--- config.mk ---
export PLATFORM = sky130hd
export DESIGN_NAME = pc_seq_flat
export DESIGN_NICKNAME = d
export VERILOG_FILES = /design/src/rtl/pc_seq_if.sv /design/src/rtl/pc_seq.sv /design/src/flat_wrapper.sv
export SDC_FILE = /design/constraint.sdc
export NUM_CORES = 1
export LEC_CHECK = 0
export BUFFER_PORTS_ARGS = -buffer_cell sky130_fd_sc_hd__buf_4
export CORE_MARGIN = 2
export CORE_UTILIZATION = 49
export CTS_CLUSTER_DIAMETER = 200
export DETAILED_ROUTE_END_ITERATION = 7
export GPL_TIMING_DRIVEN = 0
export HOLD_SLACK_MARGIN = 0.05
export PLACE_DENSITY = 0.75
export SLEW_MARGIN = 20
export SYNTH_ARGS = -nofsm -noshare
export SYNTH_HDL_FRONTEND = slang
export SYNTH_SLANG_ARGS = --single-unit
--- constraint.sdc ---
create_clock -name clk -period 1.8 [get_ports clk]
set_input_delay 0.27 -clock clk [delete_from_list [all_inputs] [get_ports clk]]
set_output_delay 0.27 -clock clk [all_outputs]
set_load 0.005 [all_outputs]
--- src/rtl/pc_seq_if.sv ---
// rtl/pc_seq_if.sv - control and status bundle between a sequencer and its driver
interface pc_seq_if #(
  parameter int WIDTH = 4
);
  logic             en;
  logic [WIDTH-1:0] PC_INIT;
  logic             set_pc;
  logic [WIDTH-1:0] JUMP_ADDR;
  logic             jump;
  logic             call;
  logic             ret;
  logic [WIDTH-1:0] OFFSET;
  logic             branch;
  logic             halt;
  logic [WIDTH-1:0] PC_CURR;
  logic             halted;
  logic             stack_empty;
  logic             stack_full;
  logic             err;

  modport master (
    output en, PC_INIT, set_pc, JUMP_ADDR, jump, call, ret, OFFSET, branch, halt,
    input  PC_CURR, halted, stack_empty, stack_full, err
  );

  modport slave (
    input  en, PC_INIT, set_pc, JUMP_ADDR, jump, call, ret, OFFSET, branch, halt,
    output PC_CURR, halted, stack_empty, stack_full, err
  );
endinterface

--- src/rtl/pc_seq.sv ---
// rtl/pc_seq.sv - program counter sequencer with return-address stack and halt state
module pc_seq #(
  parameter int               WIDTH       = 4,
  parameter int               STACK_DEPTH = 4,
  parameter logic [WIDTH-1:0] RESET_ADDR  = '0
) (
  input  logic     clk,
  input  logic     rst,
  pc_seq_if.slave  bus
);
  localparam int SP_W  = $clog2(STACK_DEPTH + 1);
  localparam int IDX_W = (STACK_DEPTH > 1) ? $clog2(STACK_DEPTH) : 1;

  localparam logic [0:0] ST_RUN    = 1'b0;
  localparam logic [0:0] ST_HALTED = 1'b1;

  logic [WIDTH-1:0] r_pc;
  logic [SP_W-1:0]  r_sp;
  logic [0:0]       r_state;
  logic             r_err;
  logic [WIDTH-1:0] r_stack [STACK_DEPTH];

  logic             w_empty;
  logic             w_full;
  logic             w_active;
  logic             w_do_ret;
  logic             w_do_call;
  logic             w_push;
  logic [WIDTH-1:0] w_pc_inc;
  logic [IDX_W-1:0] w_wr_idx;
  logic [IDX_W-1:0] w_top_idx;

  assign w_empty   = (r_sp == '0);
  assign w_full    = (r_sp == SP_W'(STACK_DEPTH));
  assign w_pc_inc  = r_pc + WIDTH'(1);
  assign w_wr_idx  = IDX_W'(r_sp);
  assign w_top_idx = IDX_W'(r_sp - SP_W'(1));

  // An edge is "active" only when nothing above halt in the priority order claims it.
  assign w_active  = !rst && !bus.set_pc && bus.en && (r_state == ST_RUN) && !bus.halt;
  // ret outranks call, so a simultaneous call is dropped without a push.
  assign w_do_ret  = w_active && bus.ret;
  assign w_do_call = w_active && !bus.ret && bus.call;
  assign w_push    = w_do_call && !w_full;

  // PC, stack pointer, FSM state and sticky error, in strict priority order.
  always_ff @(posedge clk) begin
    if (rst) begin
      r_pc    <= RESET_ADDR;
      r_sp    <= '0;
      r_state <= ST_RUN;
      r_err   <= 1'b0;
    end else if (bus.set_pc) begin
      r_pc    <= bus.PC_INIT;
      r_state <= ST_RUN;
    end else if (!bus.en || (r_state == ST_HALTED)) begin
      r_pc    <= r_pc;
    end else if (bus.halt) begin
      r_state <= ST_HALTED;
    end else if (w_do_ret) begin
      if (w_empty) begin
        r_err <= 1'b1;
      end else begin
        r_pc <= r_stack[w_top_idx];
        r_sp <= r_sp - SP_W'(1);
      end
    end else if (w_do_call) begin
      if (w_full) begin
        r_err <= 1'b1;
      end else begin
        r_pc <= bus.JUMP_ADDR;
        r_sp <= r_sp + SP_W'(1);
      end
    end else if (bus.jump) begin
      r_pc <= bus.JUMP_ADDR;
    end else if (bus.branch) begin
      // Adding the raw WIDTH-bit offset equals adding its sign extension mod 2^WIDTH.
      r_pc <= r_pc + bus.OFFSET;
    end else begin
      r_pc <= w_pc_inc;
    end
  end

  // Stack storage carries no reset; stale entries are unreachable behind the pointer.
  always_ff @(posedge clk) begin
    if (w_push) begin
      r_stack[w_wr_idx] <= w_pc_inc;
    end
  end

  assign bus.PC_CURR     = r_pc;
  assign bus.halted      = (r_state == ST_HALTED);
  assign bus.stack_empty = w_empty;
  assign bus.stack_full  = w_full;
  assign bus.err         = r_err;
endmodule

--- src/flat_wrapper.sv ---
// flat-port wrapper written by rule: the top's interface ports become plain ports
module pc_seq_flat 
#(
  parameter int               WIDTH       = 4,
  parameter int               STACK_DEPTH = 4,
  parameter logic [WIDTH-1:0] RESET_ADDR  = '0
)
  (clk, rst, bus_en, bus_PC_INIT, bus_set_pc, bus_JUMP_ADDR, bus_jump, bus_call, bus_ret, bus_OFFSET, bus_branch, bus_halt, bus_PC_CURR, bus_halted, bus_stack_empty, bus_stack_full, bus_err);
  pc_seq_if #(.WIDTH(WIDTH)) bus_i ();
  input  logic clk;
  input  logic rst;
  input wire logic [$bits(bus_i.en)-1:0] bus_en;
  input wire logic [$bits(bus_i.PC_INIT)-1:0] bus_PC_INIT;
  input wire logic [$bits(bus_i.set_pc)-1:0] bus_set_pc;
  input wire logic [$bits(bus_i.JUMP_ADDR)-1:0] bus_JUMP_ADDR;
  input wire logic [$bits(bus_i.jump)-1:0] bus_jump;
  input wire logic [$bits(bus_i.call)-1:0] bus_call;
  input wire logic [$bits(bus_i.ret)-1:0] bus_ret;
  input wire logic [$bits(bus_i.OFFSET)-1:0] bus_OFFSET;
  input wire logic [$bits(bus_i.branch)-1:0] bus_branch;
  input wire logic [$bits(bus_i.halt)-1:0] bus_halt;
  output wire logic [$bits(bus_i.PC_CURR)-1:0] bus_PC_CURR;
  output wire logic [$bits(bus_i.halted)-1:0] bus_halted;
  output wire logic [$bits(bus_i.stack_empty)-1:0] bus_stack_empty;
  output wire logic [$bits(bus_i.stack_full)-1:0] bus_stack_full;
  output wire logic [$bits(bus_i.err)-1:0] bus_err;
  assign bus_i.en = bus_en;
  assign bus_i.PC_INIT = bus_PC_INIT;
  assign bus_i.set_pc = bus_set_pc;
  assign bus_i.JUMP_ADDR = bus_JUMP_ADDR;
  assign bus_i.jump = bus_jump;
  assign bus_i.call = bus_call;
  assign bus_i.ret = bus_ret;
  assign bus_i.OFFSET = bus_OFFSET;
  assign bus_i.branch = bus_branch;
  assign bus_i.halt = bus_halt;
  assign bus_PC_CURR = bus_i.PC_CURR;
  assign bus_halted = bus_i.halted;
  assign bus_stack_empty = bus_i.stack_empty;
  assign bus_stack_full = bus_i.stack_full;
  assign bus_err = bus_i.err;
  pc_seq #(.WIDTH(WIDTH), .STACK_DEPTH(STACK_DEPTH), .RESET_ADDR(RESET_ADDR)) u_core (.clk(clk), .rst(rst), .bus(bus_i));
endmodule
## Word-level counts from Yosys, hierarchy flattened

Memory sizes are Yosys's and may differ from the RTL's.
Index checks and enable logic that the tools add are counted.

| word-level totals | value |
|---|---|
| logic and storage cells | 63 |
| RAM bits | 16 |
| memories | 1 |
| register bits | 9 |
| input bits | 21 |

| operators by class | value |
|---|---|
| bitwise gates (word level) | 4 |
| muxes and demuxes | 19 |
| reduce and logical (&&, ||, !) cells | 23 |
| eq/ne operators | 8 |
| add/subtract/negate cells | 4 |

Memory list:

| name | words | bits a word | rd ports | clocked after memory_dff | wr ports | RTL line | RTL |
|---|---|---|---|---|---|---|---|
| u_core.r_stack | 4 | 4 | 1 | 0 | 1 | pc_seq.sv:21 | `logic [WIDTH-1:0] r_stack [STACK_DEPTH];` |

Operator list:

| operator | number |
|---|---|
| $mux W4 | 9 |
| $mux W3 | 4 |
| $reduce_and A6 Y1 | 2 |
| $ne A2 B2 Y1 const B | 5 |
| $logic_and A1 B1 Y1 | 8 |
| $logic_not A1 Y1 | 6 |
| $mux W1 | 6 |
| $add A4 B1 Y4 const B | 1 |
| $add A4 B4 Y4 | 1 |
| $ne A4 B4 Y1 const B | 1 |
| $not A1 Y1 | 4 |
| $reduce_and A4 Y1 | 1 |
| $reduce_bool A2 Y1 | 2 |
| $add A3 B1 Y3 const B | 1 |
| $eq A3 B3 Y1 const B | 1 |
| $logic_not A3 Y1 | 1 |
| $ne A3 B3 Y1 const B | 1 |
| $sub A3 B1 Y3 const B | 1 |
| $reduce_and A2 Y1 | 1 |
| $reduce_or A2 Y1 | 1 |
| $logic_or A1 B1 Y1 | 1 |

## Depth between registers and ports, before layout

| logic depth | value |
|---|---|
| word-level depth | 12 |
| gate-level depth with buffers | 8 |
| gate-level depth less buffers | 8 |

## Least setup slack after synthesis

No wires, ideal clock.

| path | value |
|---|---|
| path kind | register to register |
| start point | reg u_core.r_sp[0] |
| end point | reg u_core.r_pc[0] (netlist: u_core.bus.PC_CURR[0]) |
| setup slack | -121 ps |
| cell stages (with the launch flop) | 9 |
| library setup time | 122 ps |
| data arrival time | 1799 ps |
| cell sequence | dfxtp_1 buf_2 inv_1 ha_1 mux4_2 and2_0 o21ai_0 o2111ai_1 o311a_1 |

| between the ends | value |
|---|---|
| cells in the longest elaborated chain, start to end | 7 |
| elaborated cells between the ends (all ways) | 12 |
| classes of those cells | add/sub (1); eq/ne (3); mux (5); reduce/logical (2); memory (1) |

Ends and longest elaborated chain:

| element | RTL line | RTL |
|---|---|---|
| from (decl) | pc_seq.sv:18 | `logic [SP_W-1:0] r_sp;` |
| from (signal assigned) | pc_seq.sv:65 | `r_sp <= r_sp - SP_W'(1);` |
| from (signal assigned) | pc_seq.sv:72 | `r_sp <= r_sp + SP_W'(1);` |
| $sub A3 B1 Y3 | pc_seq.sv:37 | `assign w_top_idx = IDX_W'(r_sp - SP_W'(1));` |
| $mem_v2 Z4 W4 | -- |  |
| $mux W4 | pc_seq.sv:61 | `if (w_empty) begin` |
| $mux W4 | pc_seq.sv:60 | `end else if (w_do_ret) begin` |
| $mux W4 | pc_seq.sv:58 | `end else if (bus.halt) begin` |
| $mux W4 | pc_seq.sv:56 | `end else if (!bus.en \|\| (r_state == ST_HALTED)) begin` |
| $mux W4 | pc_seq.sv:53 | `end else if (bus.set_pc) begin` |
| to (signal assigned) | pc_seq.sv:54 | `r_pc <= bus.PC_INIT;` |
| to (signal assigned) | pc_seq.sv:57 | `r_pc <= r_pc;` |
| to (signal assigned) | pc_seq.sv:64 | `r_pc <= r_stack[w_top_idx];` |
| to (decl) | pc_seq.sv:17 | `logic [WIDTH-1:0] r_pc;` |

Several ways; a longest one is shown, not always the timed one. The select of a mux whose other input is x is not followed.
A chain may end at the register's enable or synchronous reset.

## Final worst setup path

| path | value |
|---|---|
| start point | reg u_core.r_pc[0] (netlist: u_core.bus.PC_CURR[0]) |
| end point | reg u_core.r_pc[2] (netlist: u_core.bus.PC_CURR[2]) |

| between the ends | value |
|---|---|
| cells in the longest elaborated chain, start to end | 8 |
| elaborated cells between the ends (all ways) | 9 |
| classes of those cells | add/sub (2); mux (7) |

Ends and longest elaborated chain:

| element | RTL line | RTL |
|---|---|---|
| $add A4 B1 Y4 / $add A4 B4 Y4 (equally long branches) | pc_seq.sv:35, pc_seq.sv:78 |  |
| $mux W4 * | pc_seq.sv:76 | `end else if (bus.branch) begin` |
| $mux W4 * | pc_seq.sv:74 | `end else if (bus.jump) begin` |
| $mux W4 * | pc_seq.sv:67 | `end else if (w_do_call) begin` |
| $mux W4 * | pc_seq.sv:60 |  |
| $mux W4 * | pc_seq.sv:58 |  |
| $mux W4 * | pc_seq.sv:56 |  |
| $mux W4 * | pc_seq.sv:53 |  |

Every way passes the cells marked *; elsewhere a longest branch is shown, timed or not. The select of a mux whose other input is x is not followed.

==> flow_summary.ini <==
[drt]
wl_met2_um = 1600
wire_per_inst_um = 15.6
viasPerCell = 5.54
drc = 0
ant_nets = 0
met3_length_um = 110
drt-initial-drc-count = 17
vias = 1131
routed_wl_um = 3180
drt_pass1_iterations = 4
wl_met1_um = 1440
top_layer = met4

[clock_tree]
cts_root_buffer = clkbuf_4
tritoncts = done
htree_levels = 1
clock_latency_ns = 0.32
clk_pin_slew_ns = 0.16
cts.sinks = 25
numCtsBuffers = 3
cts.path.max_buffers = 2
hold_buffers = 0

[global_routing]
grt_pass1_wl_um = 5030
grt_pass1_vias = 1118
overflow = 0
grt_max_degree = 17
antenna_found_initial = 0
grt_usage_pct = 19.7

[die]
die_area_um2 = 3480
start_util_pct = 52.9
die_w_um = 59.0
coreArea_um2 = 2810
rows = 19
fp.dieH_um = 59.0
ioPinCount = 29

[logic_synthesis]
yosys-top-cells-area = edfxtp_1 32%, dfxtp_1 12%, ha_1 7.6%
synth-seq-area-share_pct = 44.5
synthFlopType = edfxtp_1
ys_types = 44
synthArstFlopShare_pct = 0
syn_avg_cell_area_um2 = 11.0
synthCells = 135
syn_area_um2 = 1480
synth.ff_latch_count = 25
synthesis.nets = 166
synth-edff-count = 16
synth_top_area_share_pct = 32.4
yosys_warnings = 0
yosysTopAreaCell = edfxtp_1

[finish]
design_area_um2 = 1880
final_common_cell = buf_4
diodes = 0
fin_cells = 204
final_cell_mix = 34 x buf_4, 16 x edfxtp_1, 8 x inv_1, 8 x nand2_1, 8 x nor2_1
drive_above_1_share_pct = 36.4
final_nets = 205
syn2layout_area_growth_pct = 26.6

[power]
leakage_uw = 0.000786
ir_drop_mv = 0.340
finalPower_uw = 1140
p_per_area_nw_per_um2 = 606

[placed_design]
gp_congestion = 0.807
hpwl_um = 2330
post_dp_cell_area_um2 = 1740
port_buffers = 26
dp_cells = 192

[sta]
setup_viol = 0
max_freq_mhz = 572
hold_viol_final = 0
clock_skew_ns = 0.00395
slew_headroom_pct = 73.3
rsz0062_at_grt = yes
tightest_slew_ns = 0.400
period_share_pct = 97.2
period_needed_ns = 1.75
slew_viol_final = 0

[run]
drv_cap = 0

[critical_path]
cp-start-kind = flop
crit_fanout = 2
arrival_ns = 2.02
critPathRequiredTime_ns = 2.07
end_kind = flop
crit_type = reg2reg

[run_status]
status = complete, no violations

[hold_path]
hp-class = in2reg
critical path, stage by stage, from the launching register on:
cell and delay, ns:
dfxtp_4 0.40, ha_4 0.13, inv_1 0.05, fa_2 0.33, xor2_1 0.16, nor2_1 0.09, a211oi_1 0.06, o311a_2 0.35
o22ai_2 0.13
synthesized netlist by cell type (2+ instances only):
cell	number
nor2_1	8
ha_1	9
xor2_1	2
nor3_1	4
inv_1	10
xnor2_1	4
nand2b_1	4
dfxtp_1	9
clkbuf_1	2
edfxtp_1	16
o211a_1	2
a211oi_1	2
a31oi_1	2
a2bb2oi_1	2
o21ai_0	6
and3_1	4
mux4_2	4
buf_6	2
nor2b_1	3
nand2_1	9
mux2i_1	3
a21oi_1	6
where the power goes:
part	total, uW	internal, uW	switching (uW)
Clock	281	90.5	190
Combinational	217	114	103
Sequential	640	625	14.5
repair_timing:
action                                 CTS  global route
setup endpoints to repair                5            21
endpoints found under the hold margin    0             0
setup buffers                            3             6
gates resized for setup                 11             8
pin swaps                                6             7
sequential cells by signal (all words and copies together), names as in the netlist:
signal              cells
u_core.r_stack         16
u_core.bus.halted       1
u_core.bus.err          1
u_core.r_sp             3
u_core.bus.PC_CURR      4
kinds of logic after synthesis:
family / count (synthesis) / share of synthesized area [%]
simple gates: 42 / 15.9
compound gates: 30 / 14.1
flops: 25 / 44.5
buf+inv: 15 / 4.89
fa+ha+maj: 10 / 8.94
mux: 7 / 8.09
xor+xnor: 6 / 3.54
area by class of cell:
cell class              instances  area, um^2
plain buffers                   4        30.0
clock buffers                   3        22.5
clock inverters                 1        8.76
fillers                       212         926
inverters                      10        40.0
multi-input cells              95         802
flip-flops and latches         25         671
well taps                      31        38.8
repair buffers                 35         267
final timing paths:
check | start | endpoint | slack (ns) | cells after the start
hold reg to reg | u_core.bus.err$_SDFFE_PP0P_ | u_core.bus.err$_SDFFE_PP0P_ | 0.49 | 2
hold / removal | rst | u_core.r_sp[2]$_SDFFE_PP0P_ | 0.14 | 2
setup / recovery | u_core.bus.PC_CURR[0]$_SDFFE_PP0P_ | u_core.bus.PC_CURR[2]$_SDFFE_PP0P_ | 0.05 | 8
setup reg to reg | u_core.bus.PC_CURR[0]$_SDFFE_PP0P_ | u_core.bus.PC_CURR[2]$_SDFFE_PP0P_ | 0.05 | 8
per-stage QoR:
| step | hold WS, ns | setup WS [ns] | setup TNS (ns) | utilization (%) |
|---|---|---|---|---|
| floorplan | 0.429 | 0.00795 | 0 | - |
| global placement | 0.455 | -0.143 | -0.326 | 61.9 |
| detailed placement | 0.463 | -0.156 | -0.404 | 61.9 |
| CTS | 0.138 | 0.0116 | 0 | 65.0 |
| global route | 0.137 | -0.0310 | -0.0664 | 67.0 |
| finish | 0.139 | 0.0512 | 0 | 67.0 |
layer usage:
metal / GRT usage (%) / vias to the layer above
met4: 7.14 / 0
met1: 26.3 / 535
met2: 32.9 / 22
met3: 2.84 / 2
li1: - / 572
met5: 0 / -
No activity file was read; power rests on OpenSTA's default activity.
